### src/rtl/cond_pkg.sv
// Shared definitions for the conditional-execute check: ARM condition codes
// and the bit positions of N, Z, C, V inside the 4-bit flag vectors.
package cond_pkg;

    typedef enum logic [3:0] {
        CondEq = 4'h0,
        CondNe = 4'h1,
        CondCs = 4'h2,
        CondCc = 4'h3,
        CondMi = 4'h4,
        CondPl = 4'h5,
        CondVs = 4'h6,
        CondVc = 4'h7,
        CondHi = 4'h8,
        CondLs = 4'h9,
        CondGe = 4'hA,
        CondLt = 4'hB,
        CondGt = 4'hC,
        CondLe = 4'hD,
        CondAl = 4'hE,
        CondNv = 4'hF
    } cond_code_t;

    localparam int unsigned N_BIT = 3;
    localparam int unsigned Z_BIT = 2;
    localparam int unsigned C_BIT = 1;
    localparam int unsigned V_BIT = 0;

endpackage

### src/rtl/cond_check_if.sv
// Execute-stage bundle into the condition checker and the memory-stage
// controls, flags and event counters coming back out of it.
interface cond_check_if #(
    parameter int unsigned CNT_W = 16
);
    logic             stall;
    logic             flush;
    logic             valid_e;
    logic [3:0]       cond_e;
    logic [1:0]       flag_write_e;
    logic [3:0]       alu_flags;
    logic             pcs_e;
    logic             reg_write_e;
    logic             mem_write_e;

    logic [3:0]       flags;
    logic             cond_ex;
    logic             valid_m;
    logic             pcs_m;
    logic             reg_write_m;
    logic             mem_write_m;
    logic [CNT_W-1:0] exec_cnt;
    logic [CNT_W-1:0] squash_cnt;

    // Pipeline side: drives the execute stage, observes the results
    modport master (
        output stall, flush, valid_e, cond_e, flag_write_e, alu_flags,
        output pcs_e, reg_write_e, mem_write_e,
        input  flags, cond_ex, valid_m, pcs_m, reg_write_m, mem_write_m,
        input  exec_cnt, squash_cnt
    );

    // Checker side
    modport slave (
        input  stall, flush, valid_e, cond_e, flag_write_e, alu_flags,
        input  pcs_e, reg_write_e, mem_write_e,
        output flags, cond_ex, valid_m, pcs_m, reg_write_m, mem_write_m,
        output exec_cnt, squash_cnt
    );
endinterface

### src/rtl/cond_eval.sv
// Pure combinational ARM condition-field decode against an NZCV vector.
module cond_eval
    import cond_pkg::*;
(
    input  logic [3:0] cond,
    input  logic [3:0] flags,
    output logic       ex
);

    logic n, z, c, v;

    assign n = flags[N_BIT];
    assign z = flags[Z_BIT];
    assign c = flags[C_BIT];
    assign v = flags[V_BIT];

    // Decode the condition field; every encoding is listed so no default is needed
    always_comb begin
        ex = 1'b0;
        unique case (cond_code_t'(cond))
            CondEq: ex = z;
            CondNe: ex = ~z;
            CondCs: ex = c;
            CondCc: ex = ~c;
            CondMi: ex = n;
            CondPl: ex = ~n;
            CondVs: ex = v;
            CondVc: ex = ~v;
            CondHi: ex = c & ~z;
            CondLs: ex = ~c | z;
            CondGe: ex = (n == v);
            CondLt: ex = (n != v);
            CondGt: ex = ~z & (n == v);
            CondLe: ex = z | (n != v);
            CondAl: ex = 1'b1;
            CondNv: ex = 1'b0;
        endcase
    end

endmodule

### src/rtl/cond_check.sv
// Execute-stage condition check: holds the architectural NZCV flags, gates the
// execute controls into the execute-to-memory register and counts executed and
// squashed instructions with saturating counters.
module cond_check
    import cond_pkg::*;
#(
    parameter int unsigned CNT_W = 16
) (
    input logic         clk,
    input logic         reset_n,
    cond_check_if.slave bus
);

    logic [3:0]       flags_q, flags_d;
    logic             valid_m_q, valid_m_d;
    logic             pcs_m_q, pcs_m_d;
    logic             reg_write_m_q, reg_write_m_d;
    logic             mem_write_m_q, mem_write_m_d;
    logic [CNT_W-1:0] exec_cnt_q, exec_cnt_d;
    logic [CNT_W-1:0] squash_cnt_q, squash_cnt_d;

    logic cond_ex;
    logic live;
    logic commit;
    logic squash;

    // Condition is tested against the registered flags, never the ALU bypass
    cond_eval u_cond_eval (
        .cond  (bus.cond_e),
        .flags (flags_q),
        .ex    (cond_ex)
    );

    // A live instruction is one that leaves execute this cycle and is not flushed
    assign live   = bus.valid_e & ~bus.flush & ~bus.stall;
    assign commit = live & cond_ex;
    assign squash = live & ~cond_ex;

    // Next-state: flag fields, gated memory-stage controls, saturating counters
    always_comb begin
        flags_d       = flags_q;
        valid_m_d     = valid_m_q;
        pcs_m_d       = pcs_m_q;
        reg_write_m_d = reg_write_m_q;
        mem_write_m_d = mem_write_m_q;
        exec_cnt_d    = exec_cnt_q;
        squash_cnt_d  = squash_cnt_q;

        if (commit && bus.flag_write_e[1]) begin
            flags_d[N_BIT] = bus.alu_flags[N_BIT];
            flags_d[Z_BIT] = bus.alu_flags[Z_BIT];
        end
        if (commit && bus.flag_write_e[0]) begin
            flags_d[C_BIT] = bus.alu_flags[C_BIT];
            flags_d[V_BIT] = bus.alu_flags[V_BIT];
        end

        if (!bus.stall) begin
            valid_m_d     = bus.valid_e & ~bus.flush;
            pcs_m_d       = bus.pcs_e & commit;
            reg_write_m_d = bus.reg_write_e & commit;
            mem_write_m_d = bus.mem_write_e & commit;
        end

        if (commit && (exec_cnt_q != '1)) begin
            exec_cnt_d = exec_cnt_q + CNT_W'(1);
        end
        if (squash && (squash_cnt_q != '1)) begin
            squash_cnt_d = squash_cnt_q + CNT_W'(1);
        end
    end

    // State register; reset clears everything and drops any in-flight instruction
    always_ff @(posedge clk or negedge reset_n) begin
        if (!reset_n) begin
            flags_q       <= 4'b0000;
            valid_m_q     <= 1'b0;
            pcs_m_q       <= 1'b0;
            reg_write_m_q <= 1'b0;
            mem_write_m_q <= 1'b0;
            exec_cnt_q    <= '0;
            squash_cnt_q  <= '0;
        end else begin
            flags_q       <= flags_d;
            valid_m_q     <= valid_m_d;
            pcs_m_q       <= pcs_m_d;
            reg_write_m_q <= reg_write_m_d;
            mem_write_m_q <= mem_write_m_d;
            exec_cnt_q    <= exec_cnt_d;
            squash_cnt_q  <= squash_cnt_d;
        end
    end

    assign bus.flags       = flags_q;
    assign bus.cond_ex     = cond_ex;
    assign bus.valid_m     = valid_m_q;
    assign bus.pcs_m       = pcs_m_q;
    assign bus.reg_write_m = reg_write_m_q;
    assign bus.mem_write_m = mem_write_m_q;
    assign bus.exec_cnt    = exec_cnt_q;
    assign bus.squash_cnt  = squash_cnt_q;

endmodule

### src/flat_wrapper.sv
// flat-port wrapper written by rule: the top's interface ports become plain ports
module cond_check_flat import cond_pkg::*;
#(
    parameter int unsigned CNT_W = 16
)
  (clk, reset_n, bus_stall, bus_flush, bus_valid_e, bus_cond_e, bus_flag_write_e, bus_alu_flags, bus_pcs_e, bus_reg_write_e, bus_mem_write_e, bus_flags, bus_cond_ex, bus_valid_m, bus_pcs_m, bus_reg_write_m, bus_mem_write_m, bus_exec_cnt, bus_squash_cnt);
  cond_check_if #(.CNT_W(CNT_W)) bus_i ();
  input logic clk;
  input logic reset_n;
  input wire logic [$bits(bus_i.stall)-1:0] bus_stall;
  input wire logic [$bits(bus_i.flush)-1:0] bus_flush;
  input wire logic [$bits(bus_i.valid_e)-1:0] bus_valid_e;
  input wire logic [$bits(bus_i.cond_e)-1:0] bus_cond_e;
  input wire logic [$bits(bus_i.flag_write_e)-1:0] bus_flag_write_e;
  input wire logic [$bits(bus_i.alu_flags)-1:0] bus_alu_flags;
  input wire logic [$bits(bus_i.pcs_e)-1:0] bus_pcs_e;
  input wire logic [$bits(bus_i.reg_write_e)-1:0] bus_reg_write_e;
  input wire logic [$bits(bus_i.mem_write_e)-1:0] bus_mem_write_e;
  output wire logic [$bits(bus_i.flags)-1:0] bus_flags;
  output wire logic [$bits(bus_i.cond_ex)-1:0] bus_cond_ex;
  output wire logic [$bits(bus_i.valid_m)-1:0] bus_valid_m;
  output wire logic [$bits(bus_i.pcs_m)-1:0] bus_pcs_m;
  output wire logic [$bits(bus_i.reg_write_m)-1:0] bus_reg_write_m;
  output wire logic [$bits(bus_i.mem_write_m)-1:0] bus_mem_write_m;
  output wire logic [$bits(bus_i.exec_cnt)-1:0] bus_exec_cnt;
  output wire logic [$bits(bus_i.squash_cnt)-1:0] bus_squash_cnt;
  assign bus_i.stall = bus_stall;
  assign bus_i.flush = bus_flush;
  assign bus_i.valid_e = bus_valid_e;
  assign bus_i.cond_e = bus_cond_e;
  assign bus_i.flag_write_e = bus_flag_write_e;
  assign bus_i.alu_flags = bus_alu_flags;
  assign bus_i.pcs_e = bus_pcs_e;
  assign bus_i.reg_write_e = bus_reg_write_e;
  assign bus_i.mem_write_e = bus_mem_write_e;
  assign bus_flags = bus_i.flags;
  assign bus_cond_ex = bus_i.cond_ex;
  assign bus_valid_m = bus_i.valid_m;
  assign bus_pcs_m = bus_i.pcs_m;
  assign bus_reg_write_m = bus_i.reg_write_m;
  assign bus_mem_write_m = bus_i.mem_write_m;
  assign bus_exec_cnt = bus_i.exec_cnt;
  assign bus_squash_cnt = bus_i.squash_cnt;
  cond_check #(.CNT_W(CNT_W)) u_core (.clk(clk), .reset_n(reset_n), .bus(bus_i));
endmodule
### config.mk
export PLATFORM = sky130hd
export DESIGN_NAME = cond_check_flat
export DESIGN_NICKNAME = d
export VERILOG_FILES = /design/src/rtl/cond_pkg.sv /design/src/rtl/cond_check_if.sv /design/src/rtl/cond_eval.sv /design/src/rtl/cond_check.sv /design/src/flat_wrapper.sv
export SDC_FILE = /design/constraint.sdc
export NUM_CORES = 1
export LEC_CHECK = 0
export BUFFER_PORTS_ARGS = -buffer_cell sky130_fd_sc_hd__buf_2
export CORE_UTILIZATION = 52
export DETAILED_ROUTE_END_ITERATION = 8
export PLACE_DENSITY = 0.86
export SYNTH_ARGS = -nofsm -noshare
export SYNTH_HDL_FRONTEND = slang
export SYNTH_SLANG_ARGS = --single-unit
### constraint.sdc
create_clock -name clk -period 2.4 [get_ports clk]
set_input_delay 0.36 -clock clk [delete_from_list [all_inputs] [get_ports clk]]
set_output_delay 0.36 -clock clk [all_outputs]
set_load 0.01 [all_outputs]
### Word-level counts from Yosys, hierarchy flattened

Cells that the tools add are included.

* add/sub/neg operators: 2
* equal/unequal tests: 19
* multiplexer cells: 1
* bitwise operators: 18
* reductions and logical operators: 5

Operator list (number)
* adder 16 x 1 -> 16 bit (second input constant): 2
* equality test 4 bit (second input constant): 8
* inequality test 16 bit (second input constant): 2
* equality test 4 x 3 -> 1 bit (second input constant): 4
* case mux 1 bit (16 select lines): 1
* bitwise AND 1 bit: 9
* equality test 4 x 2 -> 1 bit (second input constant): 2
* inverter 1 bit: 7
* equality test 4 x 1 -> 1 bit (second input constant): 1
* logical AND 1 bit: 4
* zero test 4 bit: 1
* bitwise OR 1 bit: 2
* equality test 1 bit: 1
* inequality test 1 bit: 1

* register bits after elaboration: 40
* bits of input ports: 18
* output and inout port bits: 41
* logic and storage cells: 53

### Depth between registers and ports, before layout

* word-level depth: 6
* depth in mapped cells: 7
* mapped depth without buffers: 7

### Hierarchy

A second synthesis with hierarchy kept.

* cell total of the unflattened synthesis: 190
* area, all modules: 2045.7 um^2

Modules (own cells, without submodules)
* cond_check: instances 1, cells an instance 167, area each 1890.6 um^2, sequential area each 1001.0 um^2
* cond_eval: instances 1, cells an instance 23, area each 155.1 um^2, sequential area each 0.0 um^2

### Worst setup path after synthesis

Ideal clock, no wire load.

* path type: register to register
* start: register u_core.exec_cnt_q[0], in the netlist u_core.bus.exec_cnt[0]
* end: register u_core.exec_cnt_q[15], in the netlist u_core.bus.exec_cnt[15]
* setup time: 0.079 ns
* arrival time: 1.994 ns
* required time: 2.321 ns
* setup slack: 0.327 ns
* stages on the path, launching flop included: 8
* buffers on the path: 0
* period minus slack after synthesis: 2.073 ns
* cell sequence: dfrtp_1 -> ha_1 -> nand2_1 -> nor4_1 -> a41oi_1 -> nand4_2 -> nor4_1 -> xor2_1

* cells in the longest elaborated chain, start to end: 2
* elaborated cells between the ends (all ways): 3
* those cells by class: 1 x add/sub; 1 x eq/ne; 1 x reduce/logical

RTL lines
* start, declared: RTL line cond_check.sv:19 `logic [CNT_W-1:0] exec_cnt_q, exec_cnt_d;`
* start signal, assigned: RTL line cond_check.sv:89 `exec_cnt_q <= exec_cnt_d;`
* branches (longest 2 deep; another with adder 16 x 1 -> 16 bit)

Several ways; the timed one is not identified.
A chain may end at the register's enable or synchronous reset.

### Worst setup path after layout

* start: register u_core.flags_q[2], in the netlist u_core.bus.flags[2]
* end: output port bus_cond_ex

* cells in the longest elaborated chain, start to end: 3
* elaborated cells between the ends (all ways): 6
* those cells by class: 1 x mux; 5 x bitwise

RTL lines
* start, declared: RTL line cond_check.sv:14 `logic [3:0] flags_q, flags_d;`
* start signal, assigned: RTL line cond_check.sv:84 `flags_q <= flags_d;`
* inverter 1 bit: RTL line cond_eval.sv:22, cond_eval.sv:29, cond_eval.sv:33
* bitwise AND 1 bit (on tied branches): RTL line cond_eval.sv:33, cond_eval.sv:29
* case mux 1 bit (16 select lines) *: RTL line cond_eval.sv:20 `unique case (cond_code_t'(cond))`
* end, declared: RTL line flat_wrapper.sv:20 `output wire logic [$bits(bus_i.cond_ex)-1:0] bus_cond_ex;`

Every way passes the cells marked *; elsewhere a longest branch is shown, timed or not.

==> flow_summary_export.csv <==
group,metric,value,unit
status,status,"finished clean",
cts,clkLatencyLatePin,290,ps
sta,slew_viol_final,0,
route,final_antenna_net_count,0,
min_path,min_path_type,"input port to asynchronous set/reset pin",
cts,htreeDepth,2,
synth,synth_seq_cells,40,
die,ios,59,
route,via_per_inst,5.55,
power,power.leakage,0.00131,uW
placement,hpwl,3250,um
setup_path,reg2regPathDepth,7,
die,fp.coreArea,3770,um^2
setup_path,cp_data_arrival_time,1890,ps
setup_path,regToRegEndpoint,"u_core.bus.exec_cnt[15]$_DFFE_PN0P_",
finish,syn_to_final_growth,24.3,%
grt,met2_usage,37.2,%
setup_path,critical_path.slowest_cell,"dfrtp_1",
power,power_per_cell_area,742,nW/um^2
synth,ys_seq_area_share,47.7,%
run,cap_viol_max_count,0,
synth,postSynthAreaPerCell,10.7,um^2
route,drc,0,
finish,num-fill-cells,290,
cts,holdBufCountCts,0,
sta,finClkSkew,4.59,ps
sta,holdWs,177,ps
die,die_h,65.5,um
finish,stdcell_count,317,
setup_path,worstPathRequired,2040,ps
grt,grt_antenna_before_repair,0,
synth,syn_inst,196,
sta,worst_pin_slew,853,ps
sta,finalCriticalPeriod,2250,ps
grt,grt_util_met1,30.6,%
synth,synth_nets,216,
setup_path,critPathBufInv,2,
sta,timing.final.crit_share,93.7,%
power,peakVddDrop,0.457,mV
route,first_pass_iters,5,
grt,grt_pass1_vias,1601,
placement,io_buffers,58,
route,drt_wl_total,4470,um
grt,use_met3,6.77,%
route,wl_per_cell,14.1,um
finish,antenna_cells,0,
synth,synth.distinct_cells,43,
cts,cts_buffers,5,
setup_path,cp_top_family,"simple AND/OR/NAND/NOR gates",
setup_path,crit_start,"u_core.bus.flags[2]$_DFFE_PN0P_",
setup_path,worstSetupStartpointType,"flop",
setup_path,r2r_start,"u_core.bus.exec_cnt[0]$_DFFE_PN0P_",
placement,place.gp.congestion,0.808,
cts,clk_pin_slew,70,ps
setup_path,endpoint_kind,"output port",
grt,grt_start_max_net_pins,41,
cts,cts_buffer_depth,2,
setup_path,critPathMaxFanout,6,
sta,fmax,0.445,GHz
placement,place_inst,307,
synth,syn_area,2100,um^2
sta,slew_headroom,43.2,%
grt,grt-busiest-layer,"met2",
cts,clkSinkCount,40,
die,die_w,65.5,um
route,first_iter_violations,45,
die,rows,22,
cts,root_buffer,"clkbuf_8",
route,vias,1758,
die,start_util,55.6,%
finish,nets,288,
grt,grt_pass1_wl,7420,um
die,die-area,4290,um^2
grt,track_usage,23.4,%
setup_path,path_cells,"nor4b_2 > a31oi_1 > and4_1 > nor3_4 > inv_2 > buf_2",
cts,cts_tree,"built",
finish,drive_above_1_share,34.6,%
setup_path,r2r_setup_slack,200,ps
sta,finalHoldViolCount,0,
grt,grt_overflow_total,0,
setup_path,critPathMaxStageDelay,430,ps
synth,yosys_warnings,0,
sta,setup_viol,0,
setup_path,critPathKind,"flop to output port",
[area by class of cell]
class | count | area [um^2] | area share (%)
multi-input combinational | 148 | 1060 | 40.8
timing repair buffer | 69 | 373 | 14.3
clock inverter | 1 | 7.51 | 0.288
inverter | 4 | 15.0 | 0.576
clock buffer | 7 | 86.3 | 3.31
tap | 48 | 60.1 | 2.30
sequential | 40 | 1000 | 38.4
[logic make-up (layout without fill, tap and decap cells)]
logic type                 after synthesis  count (layout)  share of synthesized area [%]
muxes                                    9               9                           4.71
and+or+nand+nor                         89              89                           25.8
AOI/OAI and AO/OA                       17              17                           5.78
DFF                                     40              40                           47.7
xor gates and xnor gates                31              31                           12.9
adders and majority gates                2               2                           1.19
buffers and inverters                    8              81                           1.85
[power breakdown]
group	switching, uW	internal (uW)
registers	129	774
clock network	216	233
logic	300	282
[placed cells by master (no fill, tap or decap), types with 2 or more instances in the layout]
master and count:
inv_1 3, nand4_1 10, ha_1 2, nand2_1 10, xnor2_1 19, o21ai_0 4, xor2_1 12, nor2_1 14
nand4_2 2, and2_1 2, buf_2 58, mux2i_1 2, nor4_4 2, nor4_1 4, clkbuf_8 6, dfrtp_1 40
nand3_1 21, and4_1 2, nor3_1 5, a21oi_1 3, a22o_1 3, mux2_2 7, nor4b_2 2, buf_4 11
and3_1 5
[registers in the layout, summed over array words and instances, names as in the netlist]
signal,cells
u_core.bus.exec_cnt,16
u_core.bus.squash_cnt,16
u_core.bus.flags,4
u_core.bus.mem_write_m,1
u_core.bus.pcs_m,1
u_core.bus.reg_write_m,1
u_core.bus.valid_m,1
[worst reg2reg max path: stages (launching register included)]
cell     delay [ps]
dfrtp_1         440
ha_1            250
nand2_1         180
nor4_1          110
a41oi_1         320
nand4_2         280
nor4_1          390
xor2_1          170
[worst max path at each step]
stage,endpoint,depth (start not counted)
after global routing,bus_cond_ex,6
final,bus_cond_ex,6
after global placement,u_core.bus.exec_cnt[1]$_DFFE_PN0P_,8
after detailed placement,u_core.bus.exec_cnt[1]$_DFFE_PN0P_,8
after floorplan,u_core.bus.exec_cnt[15]$_DFFE_PN0P_,7
after CTS,bus_cond_ex,6
[per-stage QoR]
stage                     TNS, ps  area [um^2]  utilization [%]  power, uW  setup slack, ps
final                           0         2610             69.1       1930              152
after global routing        -1.82         2610             69.1       2060            -1.82
after CTS                       0         2590             68.6       1930              114
after global placement          0         2490             66.1       1440              299
after floorplan                 0         2100                -       1230              327
after detailed placement        0         2490             66.1       1460              256
[metal layers]
layer  share of wire, %  vias to the layer above
met5                  0                        -
met4                1.0                        0
met3                5.6                        6
met2                 47                       58
met1                 47                      832
li1                   -                      862
[what timing repair did]
action                                  4_1_cts  5_1_grt
resized for setup                             0        1
endpoints found under the setup margin        0        1
buffers inserted                              0        2
endpoints found under the hold margin         0        0
[cell usage after synthesis]
| cell type | instances | share of area (%) |
|---|---|---|
| nand4_1 | 10 | 3.0 |
| or2_2 | 1 | 0.30 |
| nor2_1 | 14 | 2.5 |
| and3b_1 | 1 | 0.42 |
| nor4_4 | 2 | 2.0 |
| o21a_1 | 1 | 0.36 |
| dfrtp_1 | 40 | 48 |
| a21oi_2 | 1 | 0.42 |
| inv_1 | 3 | 0.54 |
| nor3_1 | 5 | 1.2 |
| buf_2 | 1 | 0.24 |
| nor4b_2 | 1 | 0.72 |
| nand3_1 | 21 | 5.0 |
| nor3b_1 | 1 | 0.36 |
| nor2b_1 | 1 | 0.30 |
| nand4_2 | 2 | 1.2 |
| o2111ai_1 | 1 | 0.42 |
| xor2_1 | 12 | 5.0 |
| o21ai_0 | 4 | 0.95 |
| a221o_1 | 1 | 0.48 |
| and4_1 | 2 | 0.83 |
| nor4_1 | 4 | 1.2 |
| nor3_4 | 1 | 0.78 |
| ha_1 | 2 | 1.2 |
| and2_1 | 2 | 0.60 |
| mux2_2 | 7 | 3.8 |
| or2_1 | 1 | 0.30 |
| buf_6 | 1 | 0.54 |
| and3_1 | 5 | 1.5 |
| clkbuf_1 | 2 | 0.36 |
| a41oi_1 | 1 | 0.42 |
| xnor2_1 | 19 | 7.9 |
| nor4b_1 | 2 | 0.83 |
| mux2i_1 | 2 | 0.95 |
| or3_1 | 1 | 0.30 |
| a22o_1 | 3 | 1.3 |
| a21oi_1 | 3 | 0.72 |
| nand2_1 | 10 | 1.8 |
| nand4b_1 | 1 | 0.42 |
| a31oi_1 | 1 | 0.30 |
| nand2b_1 | 1 | 0.30 |
| a41o_1 | 1 | 0.48 |
| inv_2 | 1 | 0.18 |
(Power assumes the default switching activity.)
